<file path="src/rtl/hvpi_nested_ctrl.sv">
// Vectored, nested, fixed-priority interrupt controller.
// Captures N sources (edge or level per source), masks them, resolves the
// highest-priority eligible source above the current in-service level and
// presents its ISR address to the CPU through a pending/ack handshake.
module hvpi_nested_ctrl #(
  parameter int unsigned          NUM_INTS        = 8,
  parameter int unsigned          PC_WIDTH        = 16,
  parameter logic [PC_WIDTH-1:0]  VEC_BASE        = '0,
  parameter int unsigned          VEC_STRIDE_LOG2 = 2,
  parameter logic [NUM_INTS-1:0]  EDGE_MASK       = '1
) (
  input  logic                                     clk,
  input  logic                                     rst,
  input  logic [NUM_INTS-1:0]                      ints,
  input  logic [NUM_INTS-1:0]                      mask_in,
  input  logic                                     ld_mask,
  input  logic                                     clr_mask,
  input  logic                                     int_disable,
  input  logic                                     int_ack,
  input  logic                                     isr_done,
  output logic                                     int_pending,
  output logic [PC_WIDTH-1:0]                      int_addr,
  output logic [((NUM_INTS > 1) ? $clog2(NUM_INTS) : 1)-1:0] int_id,
  output logic [NUM_INTS-1:0]                      in_service
);

  localparam int unsigned IdW = (NUM_INTS > 1) ? $clog2(NUM_INTS) : 1;

  typedef enum logic [0:0] {
    IDLE    = 1'b0,
    PRESENT = 1'b1
  } ctrlState_e;

  ctrlState_e            state;
  ctrlState_e            stateNext;

  logic [NUM_INTS-1:0]   pend;
  logic [NUM_INTS-1:0]   pendNext;
  logic [NUM_INTS-1:0]   maskReg;
  logic [NUM_INTS-1:0]   maskNext;
  logic [NUM_INTS-1:0]   intsPrev;
  logic [NUM_INTS-1:0]   inServiceNext;

  logic [NUM_INTS-1:0]   prioOk;
  logic [NUM_INTS-1:0]   elig;
  logic                  anyElig;
  logic [IdW-1:0]        winId;
  logic [PC_WIDTH-1:0]   winAddr;

  logic                  ackFire;
  logic                  pendingNext;
  logic [IdW-1:0]        idNext;
  logic [PC_WIDTH-1:0]   addrNext;

  // A source may preempt only if no in-service bit sits at or above its priority
  always_comb begin
    logic seen;
    seen   = 1'b0;
    prioOk = '0;
    for (int i = 0; i < int'(NUM_INTS); i++) begin
      seen      = seen | in_service[i];
      prioOk[i] = ~seen;
    end
  end

  // Eligible set and lowest-index winner with its vector address
  always_comb begin
    logic found;
    found   = 1'b0;
    winId   = '0;
    elig    = pend & maskReg & prioOk;
    anyElig = |elig;
    for (int i = 0; i < int'(NUM_INTS); i++) begin
      if (elig[i] && !found) begin
        found = 1'b1;
        winId = IdW'(i);
      end
    end
    winAddr = VEC_BASE + (PC_WIDTH'(winId) << VEC_STRIDE_LOG2);
  end

  // Handshake FSM: next state and next registered presentation outputs
  always_comb begin
    stateNext   = state;
    ackFire     = 1'b0;
    pendingNext = 1'b0;
    idNext      = '0;
    addrNext    = '0;
    case (state)
      IDLE: begin
        if (anyElig && !int_disable) begin
          stateNext   = PRESENT;
          pendingNext = 1'b1;
          idNext      = winId;
          addrNext    = winAddr;
        end
      end
      PRESENT: begin
        if (int_ack) begin
          ackFire   = 1'b1;
          stateNext = IDLE;
        end else if (!anyElig || int_disable) begin
          stateNext = IDLE;
        end else begin
          pendingNext = 1'b1;
          idNext      = winId;
          addrNext    = winAddr;
        end
      end
      default: stateNext = IDLE;
    endcase
  end

  // Pending capture: ack clear first, then new edges; level sources just follow the line
  always_comb begin
    pendNext = pend;
    for (int i = 0; i < int'(NUM_INTS); i++) begin
      if (ackFire && (int_id == IdW'(i))) begin
        pendNext[i] = 1'b0;
      end
    end
    pendNext = pendNext | (EDGE_MASK & ints & ~intsPrev);
    pendNext = (pendNext & EDGE_MASK) | (ints & ~EDGE_MASK);
  end

  // In-service stack: isr_done pops the highest level, then an ack pushes the new one
  always_comb begin
    inServiceNext = in_service;
    if (isr_done) begin
      inServiceNext = in_service & (in_service - NUM_INTS'(1));
    end
    for (int i = 0; i < int'(NUM_INTS); i++) begin
      if (ackFire && (int_id == IdW'(i))) begin
        inServiceNext[i] = 1'b1;
      end
    end
  end

  // Mask register update, clear wins over load
  always_comb begin
    maskNext = maskReg;
    if (clr_mask) begin
      maskNext = '0;
    end else if (ld_mask) begin
      maskNext = mask_in;
    end
  end

  // FSM state register
  always_ff @(posedge clk) begin
    if (rst) begin
      state <= IDLE;
    end else begin
      state <= stateNext;
    end
  end

  // Datapath and output registers
  always_ff @(posedge clk) begin
    if (rst) begin
      pend        <= '0;
      maskReg     <= '0;
      intsPrev    <= '0;
      in_service  <= '0;
      int_pending <= 1'b0;
      int_id      <= '0;
      int_addr    <= '0;
    end else begin
      pend        <= pendNext;
      maskReg     <= maskNext;
      intsPrev    <= ints;
      in_service  <= inServiceNext;
      int_pending <= pendingNext;
      int_id      <= idNext;
      int_addr    <= addrNext;
    end
  end

endmodule
</file>
<file path="config.mk">
export PLATFORM = sky130hd
export DESIGN_NAME = hvpi_nested_ctrl
export DESIGN_NICKNAME = d
export VERILOG_FILES = /design/src/rtl/hvpi_nested_ctrl.sv
export SDC_FILE = /design/constraint.sdc
export NUM_CORES = 1
export LEC_CHECK = 0
export ABC_AREA = 1
export CELL_PAD_IN_SITES_DETAIL_PLACEMENT = 2
export CELL_PAD_IN_SITES_GLOBAL_PLACEMENT = 2
export CORE_MARGIN = 2
export CORE_UTILIZATION = 26
export DETAILED_ROUTE_END_ITERATION = 8
export GPL_ROUTABILITY_DRIVEN = 0
export PLACE_DENSITY_LB_ADDON = 0.12
export SLEW_MARGIN = 20
export SYNTH_ARGS = -nofsm -noshare
export SYNTH_HDL_FRONTEND = slang
export SYNTH_SLANG_ARGS = --single-unit
</file>
<file path="constraint.sdc">
create_clock -name clk -period 2.2 [get_ports clk]
set_clock_uncertainty 0.05 [all_clocks]
set_input_delay 0.44 -clock clk [delete_from_list [all_inputs] [get_ports clk]]
set_output_delay 0.44 -clock clk [all_outputs]
set_load 0.05 [all_outputs]
</file>
==> results.toml, run 1 <==
[cts]
cts_setup_buffers = 0
cts-buffers-inserted = 5
cts_root_buffer = "clkbuf_8"
htreeDepth = 2
insertion_delay_ns = 0.28
cts_buffer_depth = 2
ctsResizeCount = 0
clock-sinks = 36
tritoncts = "done"
cts_hold_buf = 0
path_clk_slew_ns = 0.07

[floorplanning]
io_pins = 51
start_util = 0.2714
design.core.area_um2 = 5956
design.die.area_um2 = 6864
row_count = 28
die_h_um = 82.85
die_x_um = 82.85

[grt]
grt_overflow = 0
track_usage = 0.1332
grt_pass1_wl_um = 7341
antenna_found_initial = 0
grt_pass1_vias = 1522
grt_max_degree = 13

[critical_path]
crit_type = "register to primary output"
cp_max_fo = 5
worst-path-buf-inv = 1
crit_chain = "clkdlybuf4s50_1"
critical_path_required_ns = 1.71
endpoint_kind = "primary output"
slowest_delay_ns = 0.86
critPathLaunchType = "register"
slowest_stage = "clkdlybuf4s50_1"
cp_data_arrival_time_ns = 1.61
critPathTopFamily = "buffers and inverters"

[cells_and_area]
diodes = 0
drive_gt1_frac = 0.08397
fin_area_um2 = 2113
instances_no_fill = 337
multi_input_area_um2 = 704.4
fin_nets = 284
seq_area_um2 = 720.7
area_growth_pct = 30.73
final_cell_mix = "nand2_1 (43), nor2_1 (43), clkdlybuf4s50_1 (37)"
n_fill_cell = 736

[logic_synthesis]
synth-xor-area-share = 0
synth_cells = 223
ys_ff_latch = 36
syn_area_um2 = 1617
synthSimpleGateAreaFrac = 0.3065
synth_compound_area_frac = 0.09907
synth_edf_count = 0
synth_top_family_by_area = "simple AND/OR/NAND/NOR gates"
async_flop_share = 0
yosysUniqueCellTypes = 23
yosysWarningCount = 0
synthAdderAreaFrac = 0
ys.flop_type = "dfxtp_1"
syn_avg_cell_area_um2 = 7.249
ys_seq_area_frac = 0.4458
synth.area.mux_share = 0

[route]
wire_per_inst_um = 13.22
vias = 1438
drt_iter0_markers = 22
wirelength_um = 4454
drc = 0
drtPass1Iterations = 4
post_drt_via_cell_ratio = 4.267
drt.antenna.violating_nets = 0

[sta]
timing.setup.tns_ns = 0
setup_viol = 0
slew-limit-headroom = 0.6615
finalHoldViolCount = 0
min_period_over_period = 0.9525
tightest_slew_ns = 0.5062
rsz0062_at_grt = "false"
min_period_ns = 2.096
finalMaxSlewViolations = 0
fmax_ghz = 0.4772

[power]
leakage_nw = 0.9550
peakVddDrop_mv = 0.3264
finalPower_mw = 1.434
pwr_density_cell_nw_per_um2 = 678.6

[placement]
placed_cells = 329
dpl.hpwl_um = 3585
dpl_cell_area_um2 = 2006
io_buffers = 37

[run]
cap_violations = 0

[min_path]
hold_class = "register to register"

[status]
status = "complete, no violations"
## synth_stat cells, types with 4 or more instances
cell,n,area share
nand4_1,4,0.015
inv_1,26,0.060
clkbuf_1,4,0.0093
buf_4,16,0.074
a21oi_1,24,0.074
o21ai_0,4,0.012
nor2_1,43,0.10
dfxtp_1,36,0.45
nand2_1,43,0.10
nand3_1,5,0.015
## state kept, by name, summed over array words and instances, names as in the netlist
signal and count:
in_service 8, int_addr 3, int_pending 1, intsPrev 8
maskReg 8, pend 8
## cell type report
class,count,share of cell area
Clock buffer,6,0.03434
Timing Repair Buffer,39,0.1824
Tap cell,75,0.04440
Sequential cell,36,0.3410
Inverter,27,0.04796
Multi-Input combinational cell,152,0.3333
Clock inverter,2,0.01658
## path summary, 6_finish.rpt
| check | from | endpoint | slack [ns] | cells past startpoint |
|---|---|---|---|---|
| worst max-delay path | in_service[0] | in_service[0] | 0.10 | 1 |
| worst min register to register | maskReg[4] | maskReg[4] | 0.42 | 2 |
| worst min-delay path | maskReg[4] | maskReg[4] | 0.42 | 2 |
| worst max register to register | in_service[0] | int_addr[3] | 0.73 | 7 |
## cells by family (layout without fill, tap and decap cells)
kind of cell    after synthesis  in the layout
simple gates                108            108
buf+inv                      47             74
flops                        36             36
compound gates               31             31
other cells                   1             13
## where the power goes
part / switching, mW / internal, mW
clock: 0.237 / 0.336
sequential: 0.0151 / 0.676
combinational: 0.108 / 0.0616
## per-layer routing
metal | global-route usage | wire length (µm)
met1 | 0.1747 | 2145
met2 | 0.2192 | 2127
met3 | 0.02584 | 150
met4 | 0.04471 | 29
met5 | 0 | 0
## metrics by stage
stage	util	setup slack, ns	hold slack [ns]
after floorplan	-	0.6274	0.3912
after global placement	0.3368	0.4120	0.4085
after detailed placement	0.3368	0.4014	0.4176
after CTS	0.3548	0.07455	0.4275
after global routing	0.3548	0.02387	0.4574
final	0.3548	0.1044	0.4245
Note: power is estimated with default switching activity, not from simulation.
==> run 2: changes to the inputs <==
--- a/config.mk
+++ b/config.mk
@@ -9,9 +9,8 @@
 export CELL_PAD_IN_SITES_DETAIL_PLACEMENT = 2
 export CELL_PAD_IN_SITES_GLOBAL_PLACEMENT = 2
-export CORE_MARGIN = 2
 export CORE_UTILIZATION = 26
 export DETAILED_ROUTE_END_ITERATION = 8
 export GPL_ROUTABILITY_DRIVEN = 0
-export PLACE_DENSITY_LB_ADDON = 0.12
+export PLACE_DENSITY_LB_ADDON = 0.3
 export SLEW_MARGIN = 20
 export SYNTH_ARGS = -nofsm -noshare
==> constraint.sdc (replaced) <==
create_clock -name clk -period 2.2 [get_ports clk]
set_clock_uncertainty 0.05 [all_clocks]
set_input_delay 0.33 -clock clk [delete_from_list [all_inputs] [get_ports clk]]
set_output_delay 0.33 -clock clk [all_outputs]
set_load 0.05 [all_outputs]
==> run 2 against run 1 <==
Utilization is 0.50 points lower; sequential share of layout area is 0.49 points higher; flip-flop and latch count stayed put; highest routed layer unchanged; global-route usage rose by 1.7 points; setup slack improved by 0.14 ns; first-iteration DRC count rose by 110%; routed wire length shrank 1.1%; critical path depth is the same; sequential power barely moved; die area down 4.8%.
==> results.toml, run 2 (synthesis results as in run 1) <==
[critical_path]
cp_max_fo = 5
endpoint_kind = "primary output"
worst-path-buf-inv = 1
cp_data_arrival_time_ns = 1.57
crit_chain = "clkdlybuf4s50_1"
critPathTopFamily = "buffers and inverters"
slowest_stage = "clkdlybuf4s50_1"
crit_type = "register to primary output"
slowest_delay_ns = 0.85
critPathLaunchType = "register"
crit_start = "in_service[0]"
critical_path_required_ns = 1.82
r2r_start = "in_service[0]"

[floorplanning]
die_h_um = 80.85
row_count = 28
design.die.area_um2 = 6537
io_pins = 51
die_x_um = 80.85
design.core.area_um2 = 5956
start_util = 0.2714

[power]
finalPower_mw = 1.295
peakVddDrop_mv = 0.2667
pwr_density_cell_nw_per_um2 = 621.7
leakage_nw = 0.9408

[cts]
htreeDepth = 2
ctsResizeCount = 0
insertion_delay_ns = 0.28
clock-sinks = 36
cts_setup_buffers = 0
cts-buffers-inserted = 5
cts_hold_buf = 0
path_clk_slew_ns = 0.07
cts_buffer_depth = 2
cts_root_buffer = "clkbuf_8"
tritoncts = "done"

[route]
drt_iter0_markers = 47
vias = 1453
wire_per_inst_um = 13.11
drtPass1Iterations = 4
post_drt_via_cell_ratio = 4.324
wirelength_um = 4404
drc = 0
drt.antenna.violating_nets = 0

[grt]
track_usage = 0.1505
antenna_found_initial = 0
grt_overflow = 0
grt_max_degree = 14
grt_pass1_wl_um = 7169
grt_pass1_vias = 1452

[placement]
dpl_cell_area_um2 = 2006
io_buffers = 37
dpl.hpwl_um = 3697
placed_cells = 329
post-place-ws_ns = 0.5407

[run]
cap_violations = 0

[sta]
slew-limit-headroom = 0.6612
min_period_ns = 1.955
timing.setup.tns_ns = 0
hold_slack_ns = 0.4198
rsz0062_at_grt = "false"
worst_slack_ns = 0.2453
tightest_slew_ns = 0.5066
finalHoldViolCount = 0
setup_viol = 0
fmax_ghz = 0.5116
finalMaxSlewViolations = 0
min_period_over_period = 0.8885

[cells_and_area]
fin_nets = 284
final_cell_mix = "nand2_1 (43), nor2_1 (43), clkdlybuf4s50_1 (37)"
diodes = 0
drive_gt1_frac = 0.08046
n_fill_cell = 727
fin_area_um2 = 2083
instances_no_fill = 336
area_growth_pct = 28.87
fin_util = 0.3498

[min_path]
hold_class = "register to register"
worstHoldStart = "maskReg[3]"

[status]
status = "complete, no violations"
==> run 2: cell types whose count changed in the layout (fill, tap and decap cells not counted) <==
| cell | delta |
|---|---|
| bufinv_16 | -1 |
==> run 2: worst paths after layout <==
check / endpoint / slack [ns] / depth (start not counted)
worst min register to register: maskReg[3] / 0.42 / 2
worst min-delay path: maskReg[3] / 0.42 / 2
worst max-delay path: in_service[0] / 0.25 / 1
worst max register to register: int_addr[3] / 0.75 / 7
==> run 2: layout make-up <==
cell class / count / area, µm² / share of cell area
tap: 75 / 93.84 / 0.04505
sequential: 36 / 720.7 / 0.3459
inverter: 27 / 101.3 / 0.04865
multi-input combinational: 152 / 704.4 / 0.3381
timing repair buffer: 39 / 385.4 / 0.1850
clock buffer: 6 / 72.57 / 0.03483
clock inverter: 1 / 5.005 / 0.002402
==> run 2: metal layers <==
layer | vias to the layer above | wire length, µm | GRT usage
li1 | 741 | - | -
met1 | 676 | 2068 | 0.1963
met2 | 31 | 2138 | 0.2437
met5 | - | 0 | 0
met4 | 0 | 58 | 0.04821
met3 | 5 | 139 | 0.03483
==> run 2: power breakdown <==
group / internal [mW] / switching (mW)
logic: 0.0616 / 0.108
registers: 0.677 / 0.0150
clock network: 0.215 / 0.219
total: 0.953 / 0.342
